==> config.mk <==
export PLATFORM = sky130hd
export DESIGN_NAME = uart_receiver
export DESIGN_NICKNAME = d
export VERILOG_FILES = /design/src/rtl/uart_receiver.sv
export SDC_FILE = /design/constraint.sdc
export NUM_CORES = 1
export LEC_CHECK = 0
export ABC_AREA = 1
export CAP_MARGIN = 20
export CORE_MARGIN = 1
export CORE_UTILIZATION = 62
export CTS_CLUSTER_SIZE = 28
export DETAILED_ROUTE_END_ITERATION = 10
export PLACE_DENSITY = 0.83
export SYNTH_ARGS = -nofsm -noshare
export SYNTH_HDL_FRONTEND = slang
export SYNTH_SLANG_ARGS = --single-unit
==> constraint.sdc <==
create_clock -name clock_i -period 4 [get_ports clock_i]
set_input_delay 0.8 -clock clock_i [delete_from_list [all_inputs] [get_ports clock_i]]
set_output_delay 0.8 -clock clock_i [all_outputs]
set_load 0.01 [all_outputs]
==> src/rtl/uart_receiver.sv <==
// 8N1 UART receive path: 2-flop synchronizer, 16x oversampling tick generator,
// mid-bit sampling receive FSM and a show-ahead FIFO with almost-full flag.
module uart_receiver #(
    parameter int FIFO_DEPTH = 32,
    parameter int DIV0       = 326,
    parameter int DIV1       = 163,
    parameter int DIV2       = 54,
    parameter int DIV3       = 27
) (
    input  logic       clock_i,
    input  logic       reset_i,
    input  logic       uart_rx_i,
    input  logic [1:0] baudrate_select_i,
    input  logic [5:0] data_buffer_full_tresh_i,
    input  logic       data_read_i,
    output logic [7:0] data_o,
    output logic       data_available_o,
    output logic       data_buffer_full_o,
    output logic       frame_error_o,
    output logic       overrun_o
);
    localparam int         AW      = $clog2(FIFO_DEPTH);
    localparam logic [6:0] DEPTH_C = 7'(FIFO_DEPTH);

    typedef enum logic [2:0] {IDLE, START, DATA, STOP, WAIT_IDLE} state_t;
    state_t state, state_next;

    logic        sync_1, rx_s;
    logic [15:0] div_sel, div_q, tick_cnt;
    logic        tick;
    logic [3:0]  sample_cnt;
    logic [2:0]  bit_cnt;
    logic [7:0]  shift_q;

    logic clear_counts, latch_div, shift_en, push_req, frame_err_req;

    logic [7:0]    mem [FIFO_DEPTH];
    logic [AW-1:0] wr_ptr, rd_ptr;
    logic [6:0]    count, count_next, eff_thresh;
    logic          do_pop, do_push, overrun_req;

    always_ff @(posedge clock_i) begin
        if (reset_i) begin
            sync_1 <= 1'b1;
            rx_s   <= 1'b1;
        end else begin
            sync_1 <= uart_rx_i;
            rx_s   <= sync_1;
        end
    end

    always_comb begin
        case (baudrate_select_i)
            2'b00:   div_sel = 16'(DIV0);
            2'b01:   div_sel = 16'(DIV1);
            2'b10:   div_sel = 16'(DIV2);
            default: div_sel = 16'(DIV3);
        endcase
    end

    assign tick = (state != IDLE) && (state != WAIT_IDLE) && (tick_cnt == div_q - 16'd1);

    // The divider is frozen for the whole frame once a start bit is seen.
    always_ff @(posedge clock_i) begin
        if (reset_i) begin
            div_q    <= 16'(DIV0);
            tick_cnt <= 16'd0;
        end else begin
            if (latch_div) begin
                div_q <= div_sel;
            end
            if (state == IDLE || state == WAIT_IDLE || tick) begin
                tick_cnt <= 16'd0;
            end else begin
                tick_cnt <= tick_cnt + 16'd1;
            end
        end
    end

    always_ff @(posedge clock_i) begin
        if (reset_i) begin
            state <= IDLE;
        end else begin
            state <= state_next;
        end
    end

    always_comb begin
        state_next = state;
        case (state)
            IDLE:      if (!rx_s) state_next = START;
            START:     if (tick && sample_cnt == 4'd7) state_next = rx_s ? IDLE : DATA;
            DATA:      if (tick && sample_cnt == 4'd15 && bit_cnt == 3'd7) state_next = STOP;
            STOP:      if (tick && sample_cnt == 4'd15) state_next = rx_s ? IDLE : WAIT_IDLE;
            WAIT_IDLE: if (rx_s) state_next = IDLE;
            default:   state_next = IDLE;
        endcase
    end

    always_comb begin
        clear_counts  = 1'b0;
        latch_div     = 1'b0;
        shift_en      = 1'b0;
        push_req      = 1'b0;
        frame_err_req = 1'b0;
        case (state)
            IDLE: begin
                clear_counts = 1'b1;
                latch_div    = !rx_s;
            end
            START: clear_counts = tick && (sample_cnt == 4'd7) && !rx_s;
            DATA:  shift_en = tick && (sample_cnt == 4'd15);
            STOP: begin
                push_req      = tick && (sample_cnt == 4'd15) && rx_s;
                frame_err_req = tick && (sample_cnt == 4'd15) && !rx_s;
            end
            default: ;
        endcase
    end

    // Bits arrive LSB first, so each new sample enters at the top and shifts down.
    always_ff @(posedge clock_i) begin
        if (reset_i) begin
            sample_cnt <= 4'd0;
            bit_cnt    <= 3'd0;
            shift_q    <= 8'h00;
        end else begin
            if (clear_counts) begin
                sample_cnt <= 4'd0;
                bit_cnt    <= 3'd0;
            end else begin
                if (tick) sample_cnt <= sample_cnt + 4'd1;
                if (shift_en) bit_cnt <= bit_cnt + 3'd1;
            end
            if (shift_en) begin
                shift_q <= {rx_s, shift_q[7:1]};
            end
        end
    end

    // A pop in the same cycle frees a slot, so a push into a full FIFO still lands.
    assign do_pop      = data_read_i && (count != 7'd0);
    assign do_push     = push_req && ((count != DEPTH_C) || do_pop);
    assign overrun_req = push_req && (count == DEPTH_C) && !do_pop;

    always_comb begin
        count_next = count + 7'(do_push) - 7'(do_pop);
        if (data_buffer_full_tresh_i == 6'd0 || 7'(data_buffer_full_tresh_i) > DEPTH_C) begin
            eff_thresh = DEPTH_C;
        end else begin
            eff_thresh = 7'(data_buffer_full_tresh_i);
        end
    end

    always_ff @(posedge clock_i) begin
        if (!reset_i && do_push) begin
            mem[wr_ptr] <= shift_q;
        end
    end

    always_ff @(posedge clock_i) begin
        if (reset_i) begin
            wr_ptr             <= '0;
            rd_ptr             <= '0;
            count              <= 7'd0;
            data_buffer_full_o <= 1'b0;
            frame_error_o      <= 1'b0;
            overrun_o          <= 1'b0;
        end else begin
            if (do_push) wr_ptr <= wr_ptr + AW'(1);
            if (do_pop) rd_ptr <= rd_ptr + AW'(1);
            count              <= count_next;
            data_buffer_full_o <= (count_next >= eff_thresh);
            frame_error_o      <= frame_err_req;
            overrun_o          <= overrun_req;
        end
    end

    assign data_available_o = (count != 7'd0);
    assign data_o           = data_available_o ? mem[rd_ptr] : 8'h00;

endmodule
==> run_results.csv, run 1 <==
group,metric,value,unit
status,outcome,"finished clean",
floorplan,core_region_area,21800,µm²
critical_path,critPathCaptureType,"output port",
critical_path,path_max_fanout,53,
finish,fin_cells,1582,
floorplan,die_h,151,µm
yosys,ys_ff_latch,324,
cts,clk_latency,560,ps
yosys,synth.distinct_cells,48,
global_routing,grt_pass1_wl,50.1,mm
floorplan,fp.dieW,151,µm
cts,cts_tree,"done",
power_and_ir_drop,p_leak,5.49,nW
finish,syn_to_final_growth,12.9,%
yosys,synthMuxAreaShare,0,%
yosys,synthXorXnorAreaFrac,1.13,%
power_and_ir_drop,ir_drop,0.760,mV
yosys,synth_compound_area_share,11.7,%
yosys,synth_top_family_by_area,"simple AND/OR/NAND/NOR gates",
power_and_ir_drop,p_per_area,538,nW/µm²
sta,fin_crit_sh,95.2,%
cts,cts-buffers-inserted,31,
finish,register_area,9050,µm²
cts,clockBufferDepth,3,
cts,clock_sinks,324,
critical_path,path_cells,"buf_6 > o21ai_0 > o22ai_1 > o21ai_0 > o21ai_0 > nor2_1 > nor2_1 > clkdlybuf4s50_1",
routing,post_drt_wl_per_cell,20.2,µm
critical_path,path_class,"reg -> out",
sta,slew_headroom,39.3,%
critical_path,path_depth,8,
critical_path,slowest_delay,570,ps
yosys,ys_warn_count,0,
run,maxCapViolCount,0,
yosys,async_flop_share,0,%
routing,vias,9714,
critical_path,crit_family,"buffers and inverters",
worst_hold_path,min_path_cells,1,
floorplan,dieArea,22800,µm²
yosys,syn_nets,1279,
placed_design,place_inst,1518,
global_routing,antenna_found_initial,0,
sta,skew,10.7,ps
finish,fin_nets,1320,
critical_path,crit_slowest_cell,"clkdlybuf4s50_1",
cts,cts-root-buf,"clkbuf_16",
routing,drc,0,
sta,slew_viol_final,0,
routing,drt_iter0_markers,1078,
worst_hold_path,hp-class,"reg -> reg",
placed_design,hpwl,18.9,mm
routing,drtPass1Iterations,5,
sta,hold_viol,0,
yosys,synth_edf_count,256,
placed_design,place_area,14400,µm²
critical_path,cp-start-kind,"flip-flop",
yosys,synth_ff_type,"edfxtp_1",
finish,antenna_cells,0,
yosys,syn_area,13800,µm²
finish,stdcell_area,15600,µm²
placed_design,gp_congestion,0.815,
critical_path,crit_arrival,3010,ps
yosys,seq_area_frac_synth,65.7,%
global_routing,grtUsageTotal,28.8,%
critical_path,critical_path_buf_inv_count,2,
critical_path,crit_top_cell,"o21ai_0",
yosys,synthSimpleGateAreaFrac,14.6,%
finish,multi_input_area,4160,µm²
global_routing,grt_pass1_vias,9506,
sta,worst_pin_slew,907,ps
critical_path,r2r_cells,18,
routing,viasPerCell,6.14,
sta,fmax,263,MHz
finish,fill_cells,1423,
sta,fin_crit,3810,ps
cts,htreeDepth,1,
yosys,synth-adder-area-share,2.78,%
cts,cts.clk_slew.worst_paths,60,ps
critical_path,required,3200,ps
floorplan,rows,54,
global_routing,grt-ovfl-total,0,
sta,fin_setup_tns,0,ps
global_routing,grt_max_degree,65,
floorplan,io-pin-count,24,
floorplan,initial_core_util,63.2,%
placed_design,port-buffer-count,23,
routing,routed_wl,31.9,mm
yosys,syn_inst,1237,
routing,ant_nets,0,
sta,rsz0062_at_grt,"no",
yosys,avgSynthCellArea,11.1,µm²
cts,hold_buffers,0,
finish,drive_gt1_share,10.1,%
sta,setup_viol,0,
-- worst paths after layout --
kind | start | slack (ps) | to
worst max-delay path | flip-flop | 190 | data_o[2]
worst min-delay path | sync_1 | 440 | rx_s
worst max register to register | count[4] | 380 | data_buffer_full_o
worst min register to register | sync_1 | 440 | rx_s
-- logic make-up (layout without fill, tap and decap cells) --
kind of cell / Yosys count / count (layout)
simple gates: 450 / 450
flops: 324 / 324
compound gates: 270 / 270
buf+inv: 146 / 211
fa+ha+maj: 30 / 30
xor+xnor: 17 / 17
-- metrics by stage --
step	util, %	hold WS [ps]	worst slack (ps)	power [mW]
6_report	71.3	436	193	8.37
5_1_grt	71.3	451	30.7	8.78
4_1_cts	70.5	427	22.2	8.35
3_5_place_dp	66.2	412	-110	5.65
3_3_place_gp	66.2	392	-17.9	5.57
2_1_floorplan	-	389	432	5.05
-- power breakdown --
part	leakage [nW]	internal (mW)	switching [mW]
logic	2.11	0.734	1.17
clock network	0.449	1.52	1.22
registers	2.92	3.65	0.0749
-- what timing repair did --
item,CTS,global route
setup endpoints to repair,0,8
resized for setup,0,5
setup buffers,0,1
-- worst reg2reg max path: stages, from the launching register on --
cell and delay, ps:
dfxtp_1 310, inv_1 110, ha_1 210, nand4_4 230, nand2_2 130, nand4_1 100
and3_2 220, nand2_4 70, ha_1 230, inv_1 60, ha_1 160, inv_1 60
fa_1 380, o21ai_1 210, xor2_1 230, ha_1 280, a21o_1 190, a211oi_1 230
a21oi_1 90
-- per-layer routing --
layer	vias to the layer above	routed length (µm)	global-route usage [%]
met2	523	16000	49.0
met4	0	904	10.8
li1	4497	-	-
met3	83	2880	4.79
met1	4611	12100	37.1
met5	-	0	0
-- final cells by class --
cell class	count	share of cell area, %
clock inverter	15	0.619
timing repair buffer	66	4.67
clock buffer	42	5.38
multi-input combinational	767	26.8
tap	280	2.25
sequential	324	58.2
inverter	88	2.13
-- sequential cells by signal, summed over array words and instances, names as in the netlist, named ones only --
| register | cells |
|---|---|
| rx_s | 1 |
| rd_ptr | 5 |
| data_buffer_full_o | 1 |
| wr_ptr | 5 |
| div_q | 7 |
| sync_1 | 1 |
| tick_cnt | 16 |
| sample_cnt | 4 |
| frame_error_o | 1 |
| shift_q | 8 |
| mem | 256 |
| state | 3 |
| count | 7 |
| overrun_o | 1 |
| bit_cnt | 3 |
-- synth_stat cells, types with 10 or more instances --
cell | number | area (µm²)
nand4_1 | 14 | 87.6
nor2_1 | 230 | 863
xor2_1 | 14 | 123
edfxtp_1 | 256 | 7690
o22ai_1 | 13 | 81.3
buf_2 | 12 | 60.1
nand3_1 | 54 | 270
clkbuf_1 | 43 | 161
dfxtp_1 | 68 | 1360
nand2_1 | 105 | 394
o21ai_0 | 147 | 736
nor3_1 | 10 | 50.1
ha_1 | 29 | 363
inv_1 | 78 | 293
o221ai_1 | 52 | 455
a21oi_1 | 37 | 185
-- placed cells by master (no fill, tap or decap), types with 5 or more instances in the layout --
cell,Yosys,routed
nand2_2,5,5
a21oi_1,37,37
nor3_1,10,10
clkinv_2,0,6
nor2_2,5,5
buf_16,0,5
edfxtp_1,256,256
buf_12,0,5
ha_1,29,29
clkinv_1,2,7
clkdlybuf4s50_1,0,23
nand3_1,54,54
nand2_1,105,105
o221ai_1,52,52
xor2_1,14,14
buf_4,0,31
dfxtp_1,68,66
o22ai_1,13,13
inv_2,8,8
o21ai_0,147,146
a31oi_1,8,8
nor2_1,230,230
clkbuf_16,0,31
inv_1,78,77
nand4_1,14,14
clkbuf_1,43,9
No activity file was read; power rests on OpenSTA's default activity.
==> run 2, diff against run 1 <==
--- a/config.mk
+++ b/config.mk
@@ -8,10 +8,10 @@
 export ABC_AREA = 1
 export CAP_MARGIN = 20
 export CORE_MARGIN = 1
-export CORE_UTILIZATION = 62
+export CORE_UTILIZATION = 40
 export CTS_CLUSTER_SIZE = 28
 export DETAILED_ROUTE_END_ITERATION = 10
-export PLACE_DENSITY = 0.83
+export PLACE_DENSITY = 0.59
 export SYNTH_ARGS = -nofsm -noshare
 export SYNTH_HDL_FRONTEND = slang
 export SYNTH_SLANG_ARGS = --single-unit
==> run 2 against run 1 <==
Against the previous run:
- first-iteration DRC count down 23%
- wire length increased by 1.1%
- sequential cell count is the same
- critical path depth increased by 3
- fmax is 0.97% lower
- register-to-register slack barely moved
- largest power group unchanged
==> run_results.csv, run 2 (same netlist as run 1, synthesis figures left out) <==
group,metric,value,unit
status,outcome,"finished clean",
power_and_ir_drop,power_frac_comb,21.4,%
power_and_ir_drop,internal-power,6.33,mW
sta,slew_viol_final,0,
power_and_ir_drop,p_total,8.93,mW
cts,cts.clk_slew.worst_paths,60,ps
sta,fmax,260,MHz
routing,drc,0,
sta,fin_setup_tns,0,ps
floorplan,core_region_area,33700,µm²
sta,fin_crit,3840,ps
floorplan,io-pin-count,24,
critical_path,required,3200,ps
power_and_ir_drop,p_per_area,556,nW/µm²
routing,ant_nets,0,
sta,worst_pin_slew,918,ps
sta,slew_headroom,38.6,%
floorplan,initial_core_util,40.9,%
global_routing,grt-ovfl-total,0,
worst_hold_path,hp-class,"reg -> reg",
sta,rsz0062_at_grt,"no",
run,maxCapViolCount,0,
placed_design,place_area,14800,µm²
finish,syn_to_final_growth,16.5,%
worst_hold_path,hp-start,"sync_1",
power_and_ir_drop,pwr-share-clk,36.5,%
sta,fin_crit_sh,96.1,%
global_routing,grt_pass1_vias,9031,
global_routing,grt_pass1_wl,49.9,mm
routing,post_drt_wl_per_cell,18.2,µm
floorplan,die_h,188,µm
power_and_ir_drop,p_leak,5.68,nW
floorplan,dieArea,35200,µm²
global_routing,grt_max_degree,73,
critical_path,reg2reg_from,"count[5]",
global_routing,grtUsageTotal,18.3,%
floorplan,rows,67,
power_and_ir_drop,pwr-share-seq,42.1,%
cts,htreeDepth,2,
sta,skew,18.0,ps
sta,setup_viol,0,
finish,fin_nets,1343,
finish,top_register,"mem",
cts,cts-root-buf,"clkbuf_16",
power_and_ir_drop,p_sw_share,29.1,%
power_and_ir_drop,p_switching,2.60,mW
cts,cts-buffers-inserted,37,
placed_design,gp_congestion,0.808,
finish,stdcell_area,16100,µm²
routing,routed_wl,32.2,mm
placed_design,place_inst,1709,
finish,antenna_cells,0,
cts,clockBufferDepth,3,
power_and_ir_drop,ir_drop,0.474,mV
routing,drt_iter0_markers,832,
global_routing,antenna_found_initial,0,
placed_design,port-buffer-count,23,
cts,clock_sinks,324,
finish,top_regs,"mem (256), tick_cnt (16), shift_q (8)",
critical_path,ff2ff_setup_slack,390,ps
floorplan,fp.dieW,188,µm
cts,cts_tree,"done",
routing,viasPerCell,5.28,
finish,drive_gt1_share,12.2,%
finish,fill_cells,3068,
sta,hold_viol,0,
cts,clk_latency,520,ps
finish,fin_cells,1773,
critical_path,path_class,"reg -> out",
finish,fin_util,47.6,%
finish,largest_reg_flops,256,
critical_path,critPathCaptureType,"output port",
routing,vias,9355,
critical_path,cp-start-kind,"flip-flop",
routing,drtPass1Iterations,5,
finish,mostFrequentLayoutCell,"edfxtp_1",
finish,layout_common_cells,"edfxtp_1 (256), nor2_1 (230), o21ai_0 (146)",
critical_path,crit_arrival,3040,ps
critical_path,path_max_fanout,72,
placed_design,hpwl,19.4,mm
run 2: changes by cell type in the layout (fill, tap and decap cells not counted), sizes merged:
cell	previous run	this run
clkinv	13	12
clkbuf	42	46
buf	43	60
bufinv	1	3
clkinvlp	4	2
inv	85	88
run 2: power groups by stage:
stage	sequential, mW	clock (mW)	combinational [mW]
after floorplan	3.77	0	1.28
after global placement	3.83	0	1.85
after detailed placement	3.84	0	1.88
after CTS	3.77	3.33	1.89
after global routing	3.77	3.45	2.16
final	3.76	3.25	1.91
run 2: metrics by stage:
step / hold slack, ps / worst slack, ps
after floorplan: 389 / 432
after global placement: 393 / -41.1
after detailed placement: 400 / -106
after CTS: 422 / 6.32
after global routing: 450 / 8.49
final: 428 / 156
run 2: routing by layer:
metal | global-route usage [%] | vias up | part of all wire [%]
met3 | 2.99 | 56 | 6.3
met2 | 30.8 | 263 | 48
met4 | 5.88 | 0 | 2.4
met1 | 24.1 | 4497 | 43
met5 | 0 | - | 0
li1 | - | 4539 | -
run 2: final cells by class:
type                    count  area (µm²)  share of cell area [%]
clock buffers              46         962                    5.99
clock inverters            17         205                    1.28
inverters                  88         332                    2.07
multi-input cells         767        4160                    25.9
flip-flops and latches    324        9060                    56.4
well taps                 448         561                    3.49
repair buffers             83         777                    4.84
run 2: worst max-delay path: stages, from the launching register on:
cell and delay (ps):
dfxtp_4 460, clkinv_2 130, buf_12 300, o21ai_0 120, o22ai_1 120, nor2_1 100
nor2_1 110, o21ai_0 100, nand3_1 110, nand2_1 100, a21oi_1 260, clkdlybuf4s50_1 610
run 2: path summary, 6_finish.rpt:
kind,endpoint,cells after the start
worst max-delay path,data_o[7],11
worst min register to register,rx_s,1
worst max register to register,data_buffer_full_o,18
worst min-delay path,rx_s,1
run 2: timing repair:
| item | in CTS | in global routing |
|---|---|---|
| hold buffers | 0 | 0 |
| buffers inserted | 0 | 1 |
| gates resized for setup | 0 | 7 |
| endpoints found under the setup margin | 0 | 9 |
